<file path="src/rtl/core_pkg.sv">
// Shared execute-stage definitions for the RV32M multiply/divide unit:
// M-extension opcode fields and the iterative unit's state encoding.
package core_pkg;

   localparam logic [6:0] FUNCT7_M      = 7'h01;

   localparam logic [2:0] FUNCT3_MUL    = 3'd0;
   localparam logic [2:0] FUNCT3_MULH   = 3'd1;
   localparam logic [2:0] FUNCT3_MULHSU = 3'd2;
   localparam logic [2:0] FUNCT3_MULHU  = 3'd3;
   localparam logic [2:0] FUNCT3_DIV    = 3'd4;
   localparam logic [2:0] FUNCT3_DIVU   = 3'd5;
   localparam logic [2:0] FUNCT3_REM    = 3'd6;
   localparam logic [2:0] FUNCT3_REMU   = 3'd7;

   typedef enum logic [1:0] {
      MD_IDLE,
      MD_CALC,
      MD_DONE
   } muldiv_state_e;

endpackage

</file>
<file path="src/rtl/muldiv_unit.sv">
// Iterative RV32M multiply/divide unit. Operands are reduced to magnitudes on
// acceptance, a radix-2 shift-add multiply or restoring divide runs one bit per
// cycle, and the sign is restored on the last iteration. The result and tag are
// held until writeback takes them; flush kills whatever is in flight.
module muldiv_unit
   import core_pkg::*;
#(
   parameter int DATA_WIDTH     = 32,
   parameter int REG_ADDR_WIDTH = 5
) (
   input  logic                      clk,
   input  logic                      rst,
   input  logic                      in_valid,
   output logic                      in_ready,
   input  logic [2:0]                in_funct3,
   input  logic [DATA_WIDTH-1:0]     in_rs1_data,
   input  logic [DATA_WIDTH-1:0]     in_rs2_data,
   input  logic [REG_ADDR_WIDTH-1:0] in_rd_addr,
   input  logic                      flush,
   output logic                      out_valid,
   input  logic                      out_ready,
   output logic [DATA_WIDTH-1:0]     out_result,
   output logic [REG_ADDR_WIDTH-1:0] out_rd_addr,
   output logic                      busy
);

   localparam int W  = DATA_WIDTH;
   localparam int CW = $clog2(DATA_WIDTH);
   localparam logic [CW-1:0] COUNT_INIT = CW'(DATA_WIDTH - 1);
   localparam logic [W-1:0]  MOST_NEG   = {1'b1, {(W-1){1'b0}}};

   muldiv_state_e             r_state;
   muldiv_state_e             w_nextState;
   logic [CW-1:0]             r_count;
   logic [2:0]                r_funct3;
   logic [REG_ADDR_WIDTH-1:0] r_rdAddr;
   logic                      r_negResult;
   logic [W-1:0]              r_operand;
   logic [2*W-1:0]            r_acc;
   logic [W-1:0]              r_result;

   logic                      w_accept;
   logic                      w_isDiv;
   logic                      w_signedA;
   logic                      w_signedB;
   logic                      w_negA;
   logic                      w_negB;
   logic [W-1:0]              w_magA;
   logic [W-1:0]              w_magB;
   logic                      w_divZero;
   logic                      w_overflow;
   logic                      w_special;
   logic [W-1:0]              w_specialResult;
   logic                      w_negResult;
   logic [W:0]                w_mulSum;
   logic [2*W-1:0]            w_mulNext;
   logic [W:0]                w_divShift;
   logic [W:0]                w_divDiff;
   logic                      w_divGe;
   logic [2*W-1:0]            w_divNext;
   logic [2*W-1:0]            w_accNext;
   logic [2*W-1:0]            w_prodFixed;
   logic [W-1:0]              w_quotFixed;
   logic [W-1:0]              w_remFixed;
   logic [W-1:0]              w_finalResult;

   assign in_ready    = (r_state == MD_IDLE);
   assign busy        = (r_state != MD_IDLE);
   assign out_valid   = (r_state == MD_DONE);
   assign out_result  = r_result;
   assign out_rd_addr = r_rdAddr;
   assign w_accept    = (r_state == MD_IDLE) && in_valid && !flush;

   // Operand pre-conditioning: work out which operands are signed, take
   // magnitudes, and recognise the divide cases that need no iteration.
   always_comb begin
      w_isDiv    = in_funct3[2];
      w_signedA  = (in_funct3 == FUNCT3_MUL) || (in_funct3 == FUNCT3_MULH) ||
                   (in_funct3 == FUNCT3_MULHSU) || (in_funct3 == FUNCT3_DIV) ||
                   (in_funct3 == FUNCT3_REM);
      w_signedB  = (in_funct3 == FUNCT3_MUL) || (in_funct3 == FUNCT3_MULH) ||
                   (in_funct3 == FUNCT3_DIV) || (in_funct3 == FUNCT3_REM);
      w_negA     = w_signedA && in_rs1_data[W-1];
      w_negB     = w_signedB && in_rs2_data[W-1];
      w_magA     = w_negA ? -in_rs1_data : in_rs1_data;
      w_magB     = w_negB ? -in_rs2_data : in_rs2_data;
      w_divZero  = (in_rs2_data == '0);
      w_overflow = ((in_funct3 == FUNCT3_DIV) || (in_funct3 == FUNCT3_REM)) &&
                   (in_rs1_data == MOST_NEG) && (in_rs2_data == '1);
      w_special  = w_isDiv && (w_divZero || w_overflow);
      if (w_divZero) begin
         w_specialResult = in_funct3[1] ? in_rs1_data : '1;
      end else begin
         w_specialResult = in_funct3[1] ? '0 : in_rs1_data;
      end
      w_negResult = (w_isDiv && in_funct3[1]) ? w_negA : (w_negA ^ w_negB);
   end

   // One datapath iteration plus the sign fix-up applied to its outcome; the
   // accumulator holds {high, low} for multiply and {remainder, quotient} for
   // divide.
   always_comb begin
      w_mulSum    = {1'b0, r_acc[2*W-1:W]} + {1'b0, (r_acc[0] ? r_operand : '0)};
      w_mulNext   = {w_mulSum, r_acc[W-1:1]};
      w_divShift  = {r_acc[2*W-1:W], r_acc[W-1]};
      w_divDiff   = w_divShift - {1'b0, r_operand};
      w_divGe     = !w_divDiff[W];
      w_divNext   = {(w_divGe ? w_divDiff[W-1:0] : w_divShift[W-1:0]),
                     r_acc[W-2:0], w_divGe};
      w_accNext   = r_funct3[2] ? w_divNext : w_mulNext;
      w_prodFixed = r_negResult ? -w_accNext : w_accNext;
      w_quotFixed = r_negResult ? -w_accNext[W-1:0] : w_accNext[W-1:0];
      w_remFixed  = r_negResult ? -w_accNext[2*W-1:W] : w_accNext[2*W-1:W];
      case (r_funct3)
         FUNCT3_MUL:               w_finalResult = w_prodFixed[W-1:0];
         FUNCT3_DIV, FUNCT3_DIVU:  w_finalResult = w_quotFixed;
         FUNCT3_REM, FUNCT3_REMU:  w_finalResult = w_remFixed;
         default:                  w_finalResult = w_prodFixed[2*W-1:W];
      endcase
   end

   // State register: reset dominates, everything else comes from next-state.
   always_ff @(posedge clk) begin
      if (rst) begin
         r_state <= MD_IDLE;
      end else begin
         r_state <= w_nextState;
      end
   end

   // Next-state: accept in IDLE, count down in CALC, wait for writeback in
   // DONE; a flush overrides every transition.
   always_comb begin
      w_nextState = r_state;
      case (r_state)
         MD_IDLE: if (in_valid) w_nextState = w_special ? MD_DONE : MD_CALC;
         MD_CALC: if (r_count == '0) w_nextState = MD_DONE;
         MD_DONE: if (out_ready) w_nextState = MD_IDLE;
         default: w_nextState = MD_IDLE;
      endcase
      if (flush) begin
         w_nextState = MD_IDLE;
      end
   end

   // Datapath registers: latch the request on acceptance, iterate in CALC and
   // capture the fixed-up result on the final iteration.
   always_ff @(posedge clk) begin
      if (rst) begin
         r_count     <= '0;
         r_funct3    <= '0;
         r_rdAddr    <= '0;
         r_negResult <= 1'b0;
         r_operand   <= '0;
         r_acc       <= '0;
         r_result    <= '0;
      end else if (w_accept) begin
         r_count     <= COUNT_INIT;
         r_funct3    <= in_funct3;
         r_rdAddr    <= in_rd_addr;
         r_negResult <= w_negResult;
         r_operand   <= w_isDiv ? w_magB : w_magA;
         r_acc       <= {{W{1'b0}}, (w_isDiv ? w_magA : w_magB)};
         if (w_special) begin
            r_result <= w_specialResult;
         end
      end else if ((r_state == MD_CALC) && !flush) begin
         r_acc <= w_accNext;
         if (r_count == '0) begin
            r_result <= w_finalResult;
         end else begin
            r_count <= r_count - 1'b1;
         end
      end
   end

endmodule

</file>
<file path="config.mk">
export PLATFORM = sky130hd
export DESIGN_NAME = muldiv_unit
export DESIGN_NICKNAME = d
export VERILOG_FILES = /design/src/rtl/core_pkg.sv /design/src/rtl/muldiv_unit.sv
export SDC_FILE = /design/constraint.sdc
export NUM_CORES = 1
export LEC_CHECK = 0
export CAP_MARGIN = 10
export CORE_ASPECT_RATIO = 1.4
export CORE_MARGIN = 3
export CORE_UTILIZATION = 45
export DETAILED_ROUTE_END_ITERATION = 10
export HOLD_SLACK_MARGIN = 0.03
export PLACE_DENSITY = 0.65
export SYNTH_ARGS = -nofsm -noshare
export SYNTH_HDL_FRONTEND = slang
export SYNTH_SLANG_ARGS = --single-unit
</file>
<file path="constraint.sdc">
create_clock -name clk -period 6.25 [get_ports clk]
set_input_delay 1.25 -clock clk [delete_from_list [all_inputs] [get_ports clk]]
set_output_delay 1.25 -clock clk [all_outputs]
set_load 0.02 [all_outputs]
</file>
==> results of run 1 <==
-- cell families after synthesis --
family,Yosys count
multiplexers,63
adder cells (fa/ha/maj),91
buffers and inverters,232
flip-flops,144
XOR/XNOR,170
AND/OR/NAND/NOR,901
AO/OA/AOI/OAI,762
-- through the flow --
| step | util, % | area, µm² | hold slack, ps |
|---|---|---|---|
| 3_5_place_dp | 49.87 | 17910 | 452.1 |
| 3_3_place_gp | 49.87 | 17910 | 442.3 |
| 4_1_cts | 51.47 | 18480 | 461.8 |
| 6_report | 51.47 | 18480 | 462.0 |
| 5_1_grt | 51.47 | 18480 | 483.9 |
| 2_1_floorplan | - | 16380 | 440.3 |
-- tightest hold or removal path: stages (launching register included) --
cell     delay (ps)
dfxtp_1         310
nand2_1          50
a21oi_1          50
-- area by class of cell --
class	count	area, µm²	area share [%]
multi-input cells	1987	12570	68.00
clock buffers	18	450.4	2.437
inverters	76	285.3	1.543
flip-flops and latches	144	2888	15.62
repair buffers	172	1587	8.583
well taps	462	578.1	3.127
clock inverters	13	126.4	0.6837
-- power breakdown --
| part | internal, µW | leakage, µW | total (µW) | switching (µW) |
|---|---|---|---|---|
| clock network | 576 | 0.000277 | 1040 | 467 |
| logic | 493 | 0.00542 | 1400 | 910 |
| registers | 960 | 0.00117 | 1020 | 62.9 |
| total | 2030 | 0.00687 | 3470 | 1440 |
-- layout by cell type (no fill, tap or decap), types with 25 or more instances in the layout --
| cell | Yosys | routed |
|---|---|---|
| nor3_1 | 86 | 86 |
| a211oi_1 | 52 | 52 |
| nand4_1 | 27 | 27 |
| nand2_1 | 318 | 318 |
| o21ai_0 | 152 | 151 |
| buf_4 | 2 | 56 |
| nor2b_1 | 25 | 25 |
| xor2_1 | 68 | 68 |
| xnor2_1 | 102 | 102 |
| o211ai_1 | 75 | 75 |
| a21oi_1 | 252 | 252 |
| a21o_1 | 28 | 28 |
| inv_1 | 76 | 76 |
| a31oi_1 | 30 | 30 |
| and2_1 | 45 | 45 |
| clkdlybuf4s50_1 | 0 | 114 |
| ha_1 | 71 | 71 |
| nor2_1 | 207 | 207 |
| mux2i_1 | 51 | 51 |
| dfxtp_1 | 144 | 142 |
| nand3_1 | 43 | 43 |
-- registers in the layout, indices dropped and copies added, names as in the netlist --
register	cells
r_acc	64
out_result	32
r_operand	32
out_rd_addr	5
r_count	5
r_funct3	3
r_state	2
r_negResult	1
-- final timing paths --
check | start | to | slack (ps) | depth (start not counted)
setup / recovery | r_operand[21] | out_result[10] | 590 | 22
hold / removal | out_rd_addr[0] | out_rd_addr[0] | 460 | 2
setup reg to reg | r_operand[21] | out_result[10] | 590 | 22
hold reg to reg | out_rd_addr[0] | out_rd_addr[0] | 460 | 2
-- per-layer routing --
layer,part of all wire [%],vias up
li1,-,8647
met1,37,8657
met2,48,855
met3,5.8,223
met4,8.2,0
met5,0,-
==> impl_metrics.py, run 1 <==
metrics = {
    "run_status": {
        "outcome": "complete, no violations",
    },
    "die": {
        "die_h_um": 231.8,
        "ios": 117,
        "core_area_um2": 35910,
        "start_util_pct": 45.62,
        "die_x_um": 167.3,
        "dieArea_um2": 38760,
        "rows": 82,
    },
    "worst_setup_path": {
        "slowest_delay_ps": 550,
        "critPathTopFamily": "simple AND/OR/NAND/NOR gates",
        "crit_buf_inv": 3,
        "cp_max_fo": 9,
        "cpMostUsedCell": "a21oi_1",
        "cp_slowest_cell": "or4_1",
        "cp-end-kind": "flip-flop",
        "arrival_ps": 5960,
        "crit_chain": "inv_1 -> ha_1 -> a21oi_1 -> o21ai_1 -> a32o_1 -> or3_4 -> o2111ai_2 -> inv_1 -> a21oi_1 -> ha_1 -> o21ai_0 -> or2_0 -> nor3_1 -> buf_4 -> nand2_1 -> nor2_1 -> nor2_1 -> or4_1 -> a21oi_1 -> a311oi_1 -> o211ai_1 -> a21oi_1",
        "critPathKind": "flip-flop to flip-flop",
        "startpoint_type": "flip-flop",
        "worstPathRequired_ps": 6550,
    },
    "place": {
        "pre_cts_slack_ps": 657.0,
        "port_buffers": 116,
        "dp_hpwl_mm": 54.48,
        "post-place-cells": 2841,
        "place_congestion": 1.051,
    },
    "logic_synthesis": {
        "syn_inst": 2363,
        "synth.avg_cell_area_um2": 6.933,
        "ys.flop_type": "dfxtp_1",
        "synth_top_area_cell": "dfxtp_1",
        "netlist_area_um2": 16380,
        "synth-adder-area-share_pct": 6.767,
        "async_flop_share_pct": 0,
        "yosysMostFrequentCell": "nand2_1",
        "yosys.area_share.simple_pct": 26.56,
        "synth_top_area_share_pct": 17.60,
        "synth_compound_area_share_pct": 30.05,
        "yosys-top-cells-count": "nand2_1, a21oi_1, nor2_1, o21ai_0, dfxtp_1",
        "synth_edf_count": 0,
        "ys_seq_elements": 144,
        "synth_nets": 2513,
        "ys_warn_count": 0,
        "synth_area_leaders": "dfxtp_1, a21oi_1, nand2_1",
        "synth_xor_area_share_pct": 9.089,
        "synth.area.mux_share_pct": 4.101,
        "synth_top_family_by_area": "compound AO/OA/AOI/OAI gates",
        "yosysSeqAreaShare_pct": 17.60,
        "synth_cell_types": 103,
    },
    "sta": {
        "max_slew_margin_pct": 34.82,
        "tightest_slew_ps": 968.7,
        "min_period_over_period_pct": 90.59,
        "hold_violations": 0,
        "setup_ws_ps": 588.0,
        "maxClockFrequency_mhz": 176.6,
        "slew_viol_final": 0,
        "rsz0062_at_grt": "false",
        "setup_tns_ps": 0,
        "min_period_ps": 5662,
        "skew_ps": 13.41,
        "setup_viol": 0,
    },
    "clocking": {
        "cts-root-buf": "clkbuf_16",
        "ctsHoldBuffers": 0,
        "clk_pin_slew_worst_paths_ps": 70,
        "cts.sink_count": 144,
        "cts_resized": 0,
        "cts_tree": "built",
        "worstSkewPairLatency_ps": 460,
        "postCtsSetupBuffers": 0,
        "clockBufferDepth": 2,
        "numCtsBuffers": 17,
        "cts_max_level": 4,
    },
    "global_route": {
        "grt_busiest_layer": "met2",
        "met1_usage_pct": 38.48,
        "met3_usage_pct": 4.206,
        "grtUsageTotal_pct": 34.21,
        "grt_pass1_wl_mm": 103.0,
        "met2_usage_pct": 59.83,
        "grt_max_degree": 96,
        "grt_antenna_before_repair": 0,
        "overflow": 0,
        "grt_pass1_vias": 17210,
    },
    "cells_and_area": {
        "antennaDiodeCount": 0,
        "final_cells": 2872,
        "syn_to_final_growth_pct": 12.83,
        "final_nets": 2548,
        "drive_above_1_share_pct": 6.929,
        "fillers": 3665,
    },
    "route": {
        "drtIter0Drc": 1819,
        "remaining_drc_errors": 0,
        "drt-vias-per-instance": 6.400,
        "wl_per_cell_um": 24.10,
        "wirelength_mm": 69.20,
        "first_pass_iters": 8,
        "vias": 18380,
        "antenna_left": 0,
    },
    "power": {
        "fin_total_pwr_uw": 3469,
        "irDropWorstVdd_mv": 0.1655,
        "cellLeakagePower_uw": 0.006874,
        "power_density_nw_per_um2": 187.7,
    },
    "min_path": {
        "hp-class": "flip-flop to flip-flop",
    },
    "run": {
        "maxCapViolations": 0,
    },
}
(Power assumes the default switching activity.)
==> inputs of run 2 (changes only) <==
--- a/config.mk
+++ b/config.mk
@@ -10,6 +10,7 @@
 export CORE_MARGIN = 3
 export CORE_UTILIZATION = 45
 export DETAILED_ROUTE_END_ITERATION = 10
+export GPL_TIMING_DRIVEN = 1
 export HOLD_SLACK_MARGIN = 0.03
 export PLACE_DENSITY = 0.65
 export SYNTH_ARGS = -nofsm -noshare
==> results of run 2 <==
Same layout as run 1: the final DEF is identical, and so are final timing and power.
==> inputs of run 3 (changes only) <==
--- a/config.mk
+++ b/config.mk
@@ -8,11 +8,11 @@
 export CAP_MARGIN = 10
 export CORE_ASPECT_RATIO = 1.4
 export CORE_MARGIN = 3
-export CORE_UTILIZATION = 45
+export CORE_UTILIZATION = 58
 export DETAILED_ROUTE_END_ITERATION = 10
 export GPL_TIMING_DRIVEN = 1
 export HOLD_SLACK_MARGIN = 0.03
-export PLACE_DENSITY = 0.65
+export PLACE_DENSITY = 0.8
 export SYNTH_ARGS = -nofsm -noshare
 export SYNTH_HDL_FRONTEND = slang
 export SYNTH_SLANG_ARGS = --single-unit
==> run 3 against run 2 <==
Compared with the run above:
- fmax is 0.68% lower
- core utilization is 15 points higher
- sequential power hardly changed
- via count is 1.9% higher
- critical path depth is 2 lower
- sequential cell count stayed put
- die area is 22% lower
- register-to-register slack worse by 40 ps
- global-route usage is 8.3 points higher
- clock power is 5% higher
- total power is 0.73% higher
- first-iteration DRC count is 1.6% higher
- critical path type unchanged
- largest power group unchanged
- highest routed layer is now met5
==> impl_metrics.py, run 3 (synthesized netlist as in run 1, its figures left out) <==
metrics = {
    "die": {
        "ios": 117,
        "core_area_um2": 27750,
        "dieArea_um2": 30330,
        "die_x_um": 148.0,
        "die_h_um": 204.9,
        "start_util_pct": 59.04,
        "rows": 72,
    },
    "worst_setup_path": {
        "worstPathRequired_ps": 6650,
        "startpoint_type": "flip-flop",
        "critPathKind": "flip-flop to flip-flop",
        "crit_chain": "inv_1 -> ha_1 -> a21oi_1 -> o21ai_1 -> a32o_1 -> or3_4 -> o2111ai_2 -> inv_1 -> a21oi_1 -> ha_1 -> o21ai_0 -> or2_0 -> nor3_1 -> buf_4 -> nand2_1 -> or2_2 -> or4_1 -> and3_1 -> o31ai_1 -> a31o_1",
        "slowest_delay_ps": 580,
        "reg2reg_slack_ps": 550,
        "reg2regPathDepth": 20,
        "cp_max_fo": 12,
        "r2r_start": "r_operand[23]",
        "arrival_ps": 6100,
        "cp-end-kind": "flip-flop",
        "cp_slowest_cell": "or4_1",
        "r2r_end": "out_result[30]",
    },
    "sta": {
        "setup_tns_ps": 0,
        "min_period_over_period_pct": 91.21,
        "skew_ps": 11.86,
        "hold_violations": 0,
        "maxClockFrequency_mhz": 175.4,
        "tightest_slew_ps": 1200,
        "max_slew_margin_pct": 19.29,
        "slew_viol_final": 0,
        "min_period_ps": 5701,
        "setup_ws_ps": 549.3,
        "rsz0062_at_grt": "false",
        "setup_viol": 0,
    },
    "clocking": {
        "cts_tree": "built",
        "ctsHoldBuffers": 0,
        "cts_max_level": 4,
        "clockBufferDepth": 2,
        "cts_resized": 0,
        "cts-root-buf": "clkbuf_16",
        "worstSkewPairLatency_ps": 460,
        "clk_pin_slew_worst_paths_ps": 70,
        "numCtsBuffers": 17,
        "postCtsSetupBuffers": 0,
        "cts.sink_count": 144,
    },
    "global_route": {
        "grtUsageTotal_pct": 42.52,
        "overflow": 0,
        "grt_antenna_before_repair": 1,
        "grt_pass1_vias": 17880,
        "grt_pass1_wl_mm": 100.8,
        "grt_max_degree": 100,
    },
    "route": {
        "antenna_left": 0,
        "drtIter0Drc": 1849,
        "wirelength_mm": 66.07,
        "vias": 18730,
        "wl_per_cell_um": 23.83,
        "remaining_drc_errors": 0,
        "first_pass_iters": 8,
        "drt-vias-per-instance": 6.754,
    },
    "cells_and_area": {
        "final_cell_mix": "nand2_1, a21oi_1, nor2_1",
        "final_cells": 2773,
        "regMostFlops": "r_acc",
        "fin_area_um2": 18340,
        "antennaDiodeCount": 0,
        "drive_above_1_share_pct": 6.658,
        "final_nets": 2540,
        "syn_to_final_growth_pct": 11.95,
        "finish.utilization_pct": 66.09,
        "largest_reg_flops": 64,
        "layout_commonest_cell": "nand2_1",
    },
    "run": {
        "maxCapViolations": 0,
    },
    "min_path": {
        "min_to": "out_rd_addr[3]",
        "min_from": "out_rd_addr[3]",
        "min_path_cells": 2,
        "hp-class": "flip-flop to flip-flop",
    },
    "run_status": {
        "outcome": "complete, no violations",
    },
    "power": {
        "irDropWorstVdd_mv": 0.2155,
        "cellLeakagePower_uw": 0.006850,
        "power_density_nw_per_um2": 190.5,
    },
    "place": {
        "dp_hpwl_mm": 51.08,
        "place_congestion": 1.042,
        "port_buffers": 116,
        "dpl_cell_area_um2": 17730,
        "post-place-cells": 2741,
        "pre_cts_slack_ps": 710.7,
    },
}
==> run 3: cell types whose count changed in the layout (fill, tap and decap cells not counted) <==
cell,before,now
buf_4,56,48
bufinv_16,1,3
clkbuf_16,18,17
clkinv_2,2,3
clkinvlp_4,3,2
inv_6,4,5
inv_8,1,0
==> run 3: cell type report <==
class / count / area, µm²
Clock inverter: 15 / 181.4
Multi-Input combinational cell: 1987 / 12570
Clock buffer: 17 / 425.4
Timing Repair Buffer: 164 / 1526
Tap cell: 370 / 462.9
Fill cell: 2610 / 9408
Inverter: 76 / 285.3
Sequential cell: 144 / 2888
==> run 3: worst max-delay path: cells and delay by family (launching register included) <==
kind            cells  cell delay, ps
flops               1             370
compound gates      8            2000
fa+ha+maj           2             610
simple gates        7            2330
buf+inv             3             330
==> run 3: how the worst max path moves through the flow <==
stage,start,end,slack (ps)
final,r_operand[23],out_result[30],550
after global routing,r_operand[23],out_result[10],140
after CTS,r_operand[23],out_result[30],730
after detailed placement,in_rs2_data[19],out_result[23],710
after global placement,in_rs2_data[19],out_result[23],790
after floorplan,r_funct3[2],out_result[28],1330
==> run 3: power breakdown <==
group | total (µW) | leakage (µW) | switching [µW] | internal [µW]
logic | 1390 | 0.00538 | 893 | 492
clock network | 1090 | 0.000295 | 458 | 632
registers | 1020 | 0.00117 | 58.5 | 960
total | 3490 | 0.00685 | 1410 | 2080
==> run 3: per-stage QoR <==
step	hold slack (ps)	total power, µW
floorplan	440.3	1938
global placement	440.9	2352
detailed placement	450.8	2367
CTS	458.3	3446
global route	478.7	3633
finish	455.5	3494
==> run 3: layer usage <==
layer	track usage (%)	wire length (µm)	up-vias
li1	-	-	8647
met1	46.82	23660	8674
met2	72.15	31000	1083
met3	7.701	5249	324
met4	32.62	6154	2
met5	0	7	-
